<file path="config.mk">
export PLATFORM = sky130hd
export DESIGN_NAME = msf_frame_decoder
export DESIGN_NICKNAME = d
export VERILOG_FILES = /design/src/rtl/msf_frame_decoder.sv
export SDC_FILE = /design/constraint.sdc
export NUM_CORES = 1
export LEC_CHECK = 0
export CORE_ASPECT_RATIO = 1.25
export CORE_UTILIZATION = 51
export CTS_BUF_LIST = sky130_fd_sc_hd__clkbuf_4 sky130_fd_sc_hd__clkbuf_8 sky130_fd_sc_hd__clkbuf_16
export DETAILED_ROUTE_END_ITERATION = 16
export GPL_ROUTABILITY_DRIVEN = 1
export PLACE_DENSITY = 0.72
export SETUP_SLACK_MARGIN = 0.5
export SLEW_MARGIN = 25
export SYNTH_ARGS = -nofsm -noshare
export SYNTH_HDL_FRONTEND = slang
export SYNTH_SLANG_ARGS = --single-unit
export TNS_END_PERCENT = 5
</file>
<file path="constraint.sdc">
create_clock -name clk_i -period 2.4 [get_ports clk_i]
set_input_delay 0.48 -clock clk_i [delete_from_list [all_inputs] [get_ports clk_i]]
set_output_delay 0.48 -clock clk_i [all_outputs]
set_load 0.05 [all_outputs]
</file>
<file path="src/rtl/msf_frame_decoder.sv">
// MSF minute-frame decoder: collects 59 data seconds, validates the frame, strobes out BCD time.
// Optional date outputs and checks are enabled by defining MSF_DATE_EN.
module msf_frame_decoder #(
  parameter int SYNC_FRAMES = 1
) (
  input  logic       clk_i,
  input  logic       rst_i,
  input  logic       sec_valid_i,
  input  logic       marker_i,
  input  logic       bit_a_i,
  input  logic       bit_b_i,
  output logic       load_o,
  output logic [3:0] min_units_o,
  output logic [2:0] min_tens_o,
  output logic [3:0] hour_units_o,
  output logic [1:0] hour_tens_o,
  output logic       frame_err_o,
  output logic       synced_o
`ifdef MSF_DATE_EN
  ,
  output logic [7:0] year_o,
  output logic [4:0] month_o,
  output logic [5:0] day_o,
  output logic [2:0] weekday_o
`endif
);

  typedef enum logic {S_HUNT, S_COLLECT} state_t;

  state_t      r_state, w_state_nxt;
  logic [5:0]  r_idx, w_idx_nxt;
  logic [58:0] r_sr;  // A1 lands in bit 58, A59 in bit 0
  logic        r_b57;
  logic [2:0]  r_cnt, w_cnt_nxt, w_cnt_inc;
  logic        w_load_nxt, w_err_nxt, w_synced_nxt, w_shift, w_met;
  logic [1:0]  w_ht;
  logic [3:0]  w_hu;
  logic [2:0]  w_mt;
  logic [3:0]  w_mu;
  logic        w_id_ok, w_time_ok, w_par_ok, w_date_ok, w_frame_ok;

  assign w_ht      = r_sr[20:19];
  assign w_hu      = r_sr[18:15];
  assign w_mt      = r_sr[14:12];
  assign w_mu      = r_sr[11:8];
  assign w_id_ok   = (r_sr[7:0] == 8'b0111_1110);
  assign w_par_ok  = ^{r_sr[20:8], r_b57};
  assign w_time_ok = (w_hu <= 4'd9) && (w_mt <= 3'd5) && (w_mu <= 4'd9) &&
                     ((w_ht < 2'd2) || ((w_ht == 2'd2) && (w_hu <= 4'd3)));

`ifdef MSF_DATE_EN
  logic [2:0] r_b_date;  // B54..B56
  logic [7:0] w_yr;
  logic [4:0] w_mo;
  logic [5:0] w_dy;
  logic [2:0] w_wd;
  logic       w_unused;
  assign w_yr = r_sr[42:35];
  assign w_mo = r_sr[34:30];
  assign w_dy = r_sr[29:24];
  assign w_wd = r_sr[23:21];
  assign w_unused = &{1'b0, r_sr[58:43]};
  assign w_date_ok = (^{r_sr[42:35], r_b_date[0]}) && (^{r_sr[34:24], r_b_date[1]}) &&
                     (^{r_sr[23:21], r_b_date[2]}) &&
                     (w_yr[7:4] <= 4'd9) && (w_yr[3:0] <= 4'd9) &&
                     (w_mo[3:0] <= 4'd9) && (w_mo != 5'd0) && (!w_mo[4] || (w_mo[3:0] <= 4'd2)) &&
                     (w_dy[3:0] <= 4'd9) && (w_dy != 6'd0) && ((w_dy[5:4] != 2'd3) || (w_dy[3:0] <= 4'd1)) &&
                     (w_wd <= 3'd6);
`else
  logic w_unused;
  assign w_unused  = &{1'b0, r_sr[58:21]};
  assign w_date_ok = 1'b1;
`endif

  assign w_frame_ok = (r_idx == 6'd59) && w_id_ok && w_par_ok && w_time_ok && w_date_ok;
  assign w_cnt_inc  = (r_cnt == 3'd7) ? 3'd7 : r_cnt + 3'd1;
  assign w_met      = (w_cnt_inc >= 3'(SYNC_FRAMES));

  always_comb begin
    w_state_nxt  = r_state;
    w_idx_nxt    = r_idx;
    w_cnt_nxt    = r_cnt;
    w_synced_nxt = synced_o;
    w_load_nxt   = 1'b0;
    w_err_nxt    = 1'b0;
    w_shift      = 1'b0;
    if (sec_valid_i) begin
      if (marker_i) begin
        w_state_nxt = S_COLLECT;
        w_idx_nxt   = 6'd0;
        if (r_state == S_COLLECT) begin
          if (w_frame_ok) begin
            w_cnt_nxt    = w_cnt_inc;
            w_synced_nxt = w_met;
            w_load_nxt   = w_met;
          end else begin
            w_err_nxt    = 1'b1;
            w_cnt_nxt    = 3'd0;
            w_synced_nxt = 1'b0;
          end
        end
      end else if (r_state == S_COLLECT) begin
        // A 60th data second means the marker was missed: resynchronise from scratch.
        if (r_idx == 6'd59) begin
          w_err_nxt    = 1'b1;
          w_cnt_nxt    = 3'd0;
          w_synced_nxt = 1'b0;
          w_state_nxt  = S_HUNT;
          w_idx_nxt    = 6'd0;
        end else begin
          w_idx_nxt = r_idx + 6'd1;
          w_shift   = 1'b1;
        end
      end
    end
  end

  always_ff @(posedge clk_i or posedge rst_i) begin
    if (rst_i) begin
      r_state      <= S_HUNT;
      r_idx        <= 6'd0;
      r_cnt        <= 3'd0;
      r_sr         <= '0;
      r_b57        <= 1'b0;
      load_o       <= 1'b0;
      frame_err_o  <= 1'b0;
      synced_o     <= 1'b0;
      min_units_o  <= '0;
      min_tens_o   <= '0;
      hour_units_o <= '0;
      hour_tens_o  <= '0;
`ifdef MSF_DATE_EN
      r_b_date     <= '0;
      year_o       <= '0;
      month_o      <= '0;
      day_o        <= '0;
      weekday_o    <= '0;
`endif
    end else begin
      r_state     <= w_state_nxt;
      r_idx       <= w_idx_nxt;
      r_cnt       <= w_cnt_nxt;
      load_o      <= w_load_nxt;
      frame_err_o <= w_err_nxt;
      synced_o    <= w_synced_nxt;
      if (w_shift) begin
        r_sr <= {r_sr[57:0], bit_a_i};
        if (w_idx_nxt == 6'd57) r_b57 <= bit_b_i;
`ifdef MSF_DATE_EN
        case (w_idx_nxt)
          6'd54:   r_b_date[0] <= bit_b_i;
          6'd55:   r_b_date[1] <= bit_b_i;
          6'd56:   r_b_date[2] <= bit_b_i;
          default: ;
        endcase
`endif
      end
      if (w_load_nxt) begin
        min_units_o  <= w_mu;
        min_tens_o   <= w_mt;
        hour_units_o <= w_hu;
        hour_tens_o  <= w_ht;
`ifdef MSF_DATE_EN
        year_o       <= w_yr;
        month_o      <= w_mo;
        day_o        <= w_dy;
        weekday_o    <= w_wd;
`endif
      end
    end
  end

endmodule

</file>
After elaboration in Yosys (flattened, before gate mapping)
Cells that the tools add are included.
- flip-flop bits (word level): 48
- output and inout bits: 16
- add/subtract/negate cells: 2
- magnitude comparators: 6
- equality and inequality tests: 5
- multiplexer cells: 29
- reductions and logical operators: 12
- operator list (operator ; count):
    6-bit 2-to-1 mux ; 4
    1-bit 2-to-1 mux ; 19
    3-bit 2-to-1 mux ; 6
    14-bit XOR reduction ; 1
    6-bit == test, second input constant ; 2
    8-bit by 7-bit == test with 1-bit output, second input constant ; 1
    4-bit <= comparator, second input constant ; 2
    1-bit logical AND ; 7
    6-bit by 1-bit adder with 6-bit output, second input constant ; 1
    4-bit by 2-bit <= comparator with 1-bit output, second input constant ; 1
    3-bit by 1-bit adder with 3-bit output, second input constant ; 1
    3-bit == test, second input constant ; 1
    3-bit by 1-bit greater-or-equal comparator with 1-bit output, second input constant ; 1
    3-bit <= comparator, second input constant ; 1
    3-bit AND reduction ; 1
    2-bit == test, second input constant ; 1
    2-bit < comparator, second input constant ; 1
    2-bit AND reduction ; 1
    2-bit nonzero test ; 1
    1-bit logical OR ; 1

Longest topological paths before layout
Gate-level depths: netlist of run 1.
- depth after elaboration: 9
- depth in mapped cells: 8

Worst setup path before layout of run 1
Ideal clock, no wire load.
- path kind: register to register
- start point: register r_sr[15]
- end point: register hour_tens_o[0]
- setup time: 125 ps
- arrival: 2314 ps
- required time: 2275 ps
- setup slack: -38 ps
- stages on the path, launching flop included: 9
- buffers on the path: 1
- cell sequence: dfrtp_1 inv_1 ha_1 xnor2_1 xnor3_1 xnor2_1 nor4_4 buf_6 mux2_2
- word-level cells in the longest chain between the ends: 9
- RTL lines (element ; RTL line ; text):
    start: declaration ; 32 ; logic [58:0] r_sr;
    start signal: assignment ; 147 ; r_sr <= {r_sr[57:0], bit_a_i};
    4-bit <= comparator / 4-bit by 2-bit <= comparator with 1-bit output (equally long branches) ; 48, 49 ;
    1-bit logical AND (on tied branches) ; 48, 49 ;
    1-bit logical AND / 1-bit logical OR (equally long branches) ; 48, 49 ;
    1-bit logical AND ; 48 ; assign w_time_ok = (w_hu <= 4'd9) && (w_mt <= 3'd5) && (w_mu <= 4'd9) &&
    1-bit logical AND (*) ; 75 ; assign w_frame_ok = (r_idx == 6'd59) && w_id_ok && w_par_ok && w_time_ok && w_date_ok;
    1-bit 2-to-1 mux (*) ; 92 ; if (w_frame_ok) begin
    1-bit 2-to-1 mux (*) ; 91 ; if (r_state == S_COLLECT) begin
    1-bit 2-to-1 mux (*) ; 88 ; if (marker_i) begin
    1-bit 2-to-1 mux (*) ; 87 ; if (sec_valid_i) begin
    end signal: assignment ; 162 ; hour_tens_o <= w_ht;
    end: declaration ; 16 ; output logic [1:0] hour_tens_o,
Mark *: on every way between the ends. The rest lies on a longest branch, timed or not.
A chain may end at the register's enable or synchronous reset.

Worst setup path after layout of run 1
- start point: register r_sr[13]
- end point: register min_units_o[0]
- word-level cells in the longest chain between the ends: 9
- RTL lines (element ; RTL line ; text):
    3-bit <= comparator ; 48 ;
    1-bit logical AND (3 in a row) ; 48 ;
    1-bit logical AND (*) ; 75 ;
    1-bit 2-to-1 mux (*) ; 92 ;
    1-bit 2-to-1 mux (*) ; 91 ;
    1-bit 2-to-1 mux (*) ; 88 ;
    1-bit 2-to-1 mux (*) ; 87 ;
    end signal: assignment ; 159 ; min_units_o <= w_mu;
    end: declaration ; 13 ; output logic [3:0] min_units_o,
Marks and branches as above.

==> results.toml, run 1 <==
[run_status]
run_status = "finished, final reports clean"

[floorplan]
initial_utilization = 0.547
die_x_um = 62.0
ioPinCount = 22
placement_rows = 26
core_region_area_sq_um = 4200
dieArea_sq_um = 4780
floorplan.die.height_um = 77.0

[layout]
areaGrowthSynthToFinish_pct = 31.4
post_route_cells_drive_above_1_share = 0.364
mostFrequentLayoutCell = "dfrtp_1"
n_fill_cell = 303
fin_nets = 242
layout.cells.most_common_list = "dfrtp_1 (47), mux2_4 (21), dlygate4sd2_1 (18)"
num_antenna_cells = 0
post-route-cell-area_sq_um = 3020

[worst_setup_path]
worst_setup_path_end_kind = "flip-flop"
r2r_end = "min_units_o[0]"
crit_path_required_time_ns = 2.59
path_class = "flip-flop to flip-flop"
timing.critical_path.to = "min_units_o[0]"
critPathLaunch = "r_sr[13]"
timing.rr.start = "r_sr[13]"
critical_path_arrival_ns = 2.55
timing.reg2reg.setup_slack_ns = 0.04
largest_fanout_on_the_critical_path = 9
setup.worst_path.start_class = "flip-flop"
reg2reg_depth = 7

[synth]
syn-cell-area_sq_um = 2300
synth_edf_count = 0
synth.largest_area_cell = "dfrtp_1"
synth_cell_types = 42
synth_top_area_frac = 0.523
postSynthNetCount = 204
synth_seq_cells = 48
syn-mean-instance-area_sq_um = 12.1
synth_seq_area_share = 0.523
yosys-top-cells-area = "dfrtp_1 (52%), mux2_2 (15%), ha_1 (4.9%)"
gate_count_post_synth = 189
synth-warning-count = 0
synthFlopType = "dfrtp_1"
ys_async_sr_fraction = 1.00

[placement]
placement.cell_area_sq_um = 2660
dp_hpwl_um = 2980
buffers_on_ports = 21
routabilityCongestion = 0.879

[global_routing]
global_route_wire_length_before_repair_um = 8030
grt_pass1_vias = 1691
global_routing_usage_summed_across_all_routing_layers = 0.225
grt_start_max_net_pins = 49
antenna_found_initial = 0
grt-ovfl-total = 0

[timing]
timing.slew.headroom = 0.260
timing.clock.skew_ns = 0.0153
timing.final.hold_violations = 0
count_of_final_setup_violators = 0
rsz0062_at_grt = "yes"
period_needed_ns = 2.36
max_slew.worst_pin.slew_ns = 1.10
finalCritPeriodShare = 0.983
slew_viol_final = 0
fmax_ghz = 0.424

[routing]
routed_wire_length_per_instance_um = 16.7
avgViaCountPerCell = 5.63
detailroute.via_count = 1599
drtIter0Drc = 147
finalWirelength_um = 4740
pre_antenna_drt_iters = 4
drt_drc_violations_left = 0
postRouteAntennaNets = 0

[clocking]
total_cts_buffers = 5
clk_pin_slew_worst_paths_ns = 0.08
tritoncts_num_sinks = 48
holdBufCountCts = 0
clk_root_buffer_cell = "clkbuf_8"
number_of_h_tree_levels = 2
worst_skew_pair.late_latency_ns = 0.31
max-clock-path-buffers = 2
clock_tree_from_tritoncts = "built"

[power]
power.density_nw_per_um2 = 876
p_leak_nw = 1.47
power.ir.vdd_worst_mv = 0.680
finalPower_mw = 2.64

[flow_run]
max-cap-violations = 0

[min_path]
min-delay-path-class = "flip-flop to flip-flop"
hold_start = "min_tens_o[0]"
[report_power, final]
part | switching, mW | internal [mW]
Sequential | 0.154 | 0.938
Clock | 0.267 | 0.321
Combinational | 0.409 | 0.554
[kinds of logic after synthesis]
| kind of cell | Yosys count | share of synthesized area |
|---|---|---|
| buffers and inverters | 17 | 0.0332 |
| xor gates and xnor gates | 9 | 0.0403 |
| adders and majority gates | 9 | 0.0490 |
| DFF | 48 | 0.523 |
| muxes | 30 | 0.147 |
| AOI/OAI and AO/OA | 32 | 0.0943 |
| and+or+nand+nor | 44 | 0.113 |
[critical path, stage by stage (launching register included)]
cell     delay [ns]
dfrtp_1        0.42
ha_4           0.29
xnor2_2        0.10
xnor3_1        0.45
xnor2_2        0.18
nor4_4         0.27
buf_6          0.19
mux2_2         0.34
[worst min path at each step]
stage,to,slack [ns],cells after the start
3_5_place_dp,r_cnt[1],0.48,2
5_1_grt,hour_tens_o[1],0.53,1
6_report,min_tens_o[0],0.50,1
2_1_floorplan,r_cnt[1],0.45,2
4_1_cts,r_cnt[1],0.50,2
3_3_place_gp,r_cnt[1],0.47,2
[cells in the mapped netlist (2+ instances only)]
cell / count
nor4_1: 2
mux2_2: 30
a21o_1: 2
nand2_1: 16
nand3_1: 6
o31ai_1: 2
o41ai_1: 2
inv_1: 10
clkbuf_1: 4
and4b_1: 2
nand2b_1: 2
xnor2_1: 7
nor2_1: 5
o21ai_0: 12
a2bb2oi_1: 2
and2_1: 2
ha_1: 9
dfrtp_1: 48
a21oi_1: 2
a22o_1: 2
[layer usage]
metal,share of wire,vias up,global-route usage
met5,0,-,0
met4,0.012,0,0.0600
met3,0.030,8,0.0523
met2,0.54,36,0.378
met1,0.42,806,0.281
li1,-,749,-
[per-stage QoR]
stage	util	instances	hold slack [ns]	setup TNS (ns)	setup slack, ns
after global placement	0.634	274	0.465	0	0.0149
after global routing	0.719	284	0.528	-0.517	-0.0554
final	0.719	284	0.505	0	0.0413
after CTS	0.695	284	0.500	-0.00305	-0.00148
after detailed placement	0.634	274	0.480	-0.417	-0.0567
after floorplan	-	189	0.453	0	0.00478
[state kept, by name, summed over array words and instances (netlist names), 2 cells and up]
name and flops:
r_sr 21, r_idx 6, hour_units_o 4, min_units_o 4, min_tens_o 3, r_cnt 3
hour_tens_o 2
[what timing repair did]
action,4_1_cts,5_1_grt
resized for setup,54,17
pin swaps,8,12
gates cloned,0,0
buffers inserted,2,0
setup endpoints to repair,56,37
[layout make-up]
type,count,area [sq um],share of cell area
Multi-Input combinational cell,124,1260,0.417
Inverter,10,37.5,0.0124
Timing Repair Buffer,38,339,0.112
Tap cell,56,70.1,0.0232
Sequential cell,48,1200,0.398
Clock inverter,2,35.0,0.0116
Clock buffer,6,76.3,0.0253
No activity file was read; power rests on OpenSTA's default activity.
==> run 2, diff against run 1 <==
--- a/config.mk
+++ b/config.mk
@@ -6,10 +6,12 @@
 export NUM_CORES = 1
 export LEC_CHECK = 0
+export CELL_PAD_IN_SITES_DETAIL_PLACEMENT = 1
+export CELL_PAD_IN_SITES_GLOBAL_PLACEMENT = 1
 export CORE_ASPECT_RATIO = 1.25
-export CORE_UTILIZATION = 51
+export CORE_UTILIZATION = 41
 export CTS_BUF_LIST = sky130_fd_sc_hd__clkbuf_4 sky130_fd_sc_hd__clkbuf_8 sky130_fd_sc_hd__clkbuf_16
 export DETAILED_ROUTE_END_ITERATION = 16
 export GPL_ROUTABILITY_DRIVEN = 1
-export PLACE_DENSITY = 0.72
+export PLACE_DENSITY = 0.71
 export SETUP_SLACK_MARGIN = 0.5
 export SLEW_MARGIN = 25
==> constraint.sdc (replaced) <==
create_clock -name clk_i -period 2.4 [get_ports clk_i]
set_input_delay 0.24 -clock clk_i [delete_from_list [all_inputs] [get_ports clk_i]]
set_output_delay 0.24 -clock clk_i [all_outputs]
set_load 0.05 [all_outputs]
==> run 2 against run 1 <==
  * The flow now finishes with violations (negative setup slack)
  * Clock power up 1%
  * Design area down 0.87%
  * Maximum frequency down 2.3%
  * Setup slack worse by 0.055 ns
  * Clock skew down 0.0042 ns
  * Critical endpoint is now min_tens_o[0]
  * Largest cell class is now registers
  * Wire length up 5.9%
  * Via count down 0.63%
==> results.toml, run 2 (same netlist as run 1, synthesis figures left out) <==
[clocking]
number_of_h_tree_levels = 2
total_cts_buffers = 5
clk_pin_slew_worst_paths_ns = 0.09
tritoncts_num_sinks = 48
clock_tree_from_tritoncts = "built"
worst_skew_pair.late_latency_ns = 0.30
max-clock-path-buffers = 2
clk_root_buffer_cell = "clkbuf_8"
holdBufCountCts = 0

[worst_setup_path]
path_class = "flip-flop to flip-flop"
reg2reg_depth = 7
critPathLaunch = "r_sr[14]"
timing.reg2reg.setup_slack_ns = -0.01
critical-path-max-stage-delay_ns = 0.45
timing.rr.start = "r_sr[14]"
critical-path-slowest-cell = "xnor3_1"
crit_path_required_time_ns = 2.59
critical_path_arrival_ns = 2.60
worst_setup_path_end_kind = "flip-flop"
r2r_end = "min_tens_o[0]"
setup.worst_path.start_class = "flip-flop"
largest_fanout_on_the_critical_path = 14
crit_path_cells = "ha_1, xnor2_1, xnor3_1, xnor2_2, nor4_4, buf_12, mux2_2"

[timing]
hold_slack_ns = 0.411
timing.final.hold_violations = 0
count_of_final_setup_violators = 8
rsz0062_at_grt = "yes"
finalCritPeriodShare = 1.01
period_needed_ns = 2.41
worst_slack_ns = -0.0135
finalSetupTns_ns = -0.0474
fmax_ghz = 0.414
slew_viol_final = 0
timing.slew.headroom = 0.381
timing.clock.skew_ns = 0.0110
max_slew.worst_pin.slew_ns = 0.916

[power]
p_leak_nw = 1.37
power_switching_share = 0.307
power.switching_mw = 0.793
power.density_nw_per_um2 = 865
power.clock.fraction = 0.230
cellInternalPower_mw = 1.79
p_comb_frac = 0.353
power.ir.vdd_worst_mv = 0.661
seqPwrFrac = 0.418

[global_routing]
antenna_found_initial = 0
global_routing_usage_summed_across_all_routing_layers = 0.191
grt_util_met1 = 0.253
gr-max-usage-layer = "met2"
grt_start_max_net_pins = 49
grt_use_met3 = 0.0386
grt-ovfl-total = 0
grt_pass1_vias = 1672
use_met2 = 0.308
global_route_wire_length_before_repair_um = 8360

[routing]
drt_drc_violations_left = 0
routed_wire_length_per_instance_um = 17.3
detailroute.via_count = 1589
avgViaCountPerCell = 5.46
drtIter0Drc = 89
pre_antenna_drt_iters = 4
postRouteAntennaNets = 0
finalWirelength_um = 5020

[floorplan]
core_region_area_sq_um = 5410
initial_utilization = 0.425
die_x_um = 68.9
floorplan.die.height_um = 85.7
ioPinCount = 22
placement_rows = 30
dieArea_sq_um = 5900

[layout]
areaGrowthSynthToFinish_pct = 30.3
fin_nets = 241
num_antenna_cells = 0
largest_register_ffs = 21
finish.cell_count_without_fillers = 291
top_register = "r_sr"
mostFrequentLayoutCell = "dfrtp_1"
post_route_cells_drive_above_1_share = 0.335
layout.cells.most_common_list = "dfrtp_1 (46), clkdlybuf4s50_1 (21), mux2_4 (18)"
biggestRegsByFlops = "r_sr x21, r_idx x6"
n_fill_cell = 540

[run_status]
failing_checks = "negative setup slack"
run_status = "finished, violations left"

[placement]
routabilityCongestion = 0.735
placed_cells = 280
buffers_on_ports = 21
dp_hpwl_um = 3380

[flow_run]
max-cap-violations = 0

[min_path]
min-delay-path-class = "input pin to async pin"
==> run 2: cell type report <==
cell class | instances | area (sq um) | area share
Sequential cell | 48 | 1200 | 0.402
Tap cell | 64 | 80.1 | 0.0268
Clock buffer | 6 | 76.3 | 0.0255
Clock inverter | 2 | 35.0 | 0.0117
Multi-Input combinational cell | 124 | 1200 | 0.401
Inverter | 10 | 37.5 | 0.0125
Timing Repair Buffer | 37 | 359 | 0.120
==> run 2: timing repair <==
| action | 4_1_cts | 5_1_grt |
|---|---|---|
| endpoints found under the hold margin | 0 | 0 |
| gates cloned | 0 | 0 |
| pin swaps | 9 | 9 |
| resized for setup | 30 | 14 |
| setup buffers | 3 | 0 |
| setup endpoints to repair | 41 | 38 |
==> run 2: metrics by stage <==
step	total power [mW]	util	setup WS (ns)	cell area, sq um
finish	2.59	0.553	-0.0135	2990
global route	2.71	0.553	-0.0825	2990
CTS	2.55	0.541	-0.0118	2930
detailed placement	1.78	0.494	-0.0806	2670
global placement	1.74	0.494	0.0185	2670
floorplan	1.52	-	0.00478	2300
==> run 2: worst max path at each step <==
stage | to | cells past startpoint
floorplan | hour_tens_o[0] | 8
global placement | r_cnt[1] | 8
detailed placement | r_cnt[1] | 8
CTS | min_tens_o[0] | 7
global route | hour_tens_o[1] | 7
finish | min_tens_o[0] | 7
==> run 2: power by group through the flow <==
| stage | clock network (mW) | registers (mW) | logic, mW |
|---|---|---|---|
| after detailed placement | 0 | 1.08 | 0.698 |
| after floorplan | 0 | 1.05 | 0.478 |
| after CTS | 0.606 | 1.08 | 0.865 |
| after global placement | 0 | 1.07 | 0.671 |
| final | 0.594 | 1.08 | 0.912 |
| after global routing | 0.635 | 1.10 | 0.970 |
==> run 2: critical path, delay by kind of cell (launching register included) <==
kind,cells,cell delay (ns)
flops,1,0.40
simple gates,1,0.27
fa+ha+maj,1,0.31
xor+xnor,3,0.78
buf+inv,1,0.19
mux,1,0.34
==> run 2: layer usage <==
metal	routed length, um	vias to the layer above
li1	-	742
met5	0	-
met3	145	7
met1	2220	812
met4	74	0
met2	2580	28
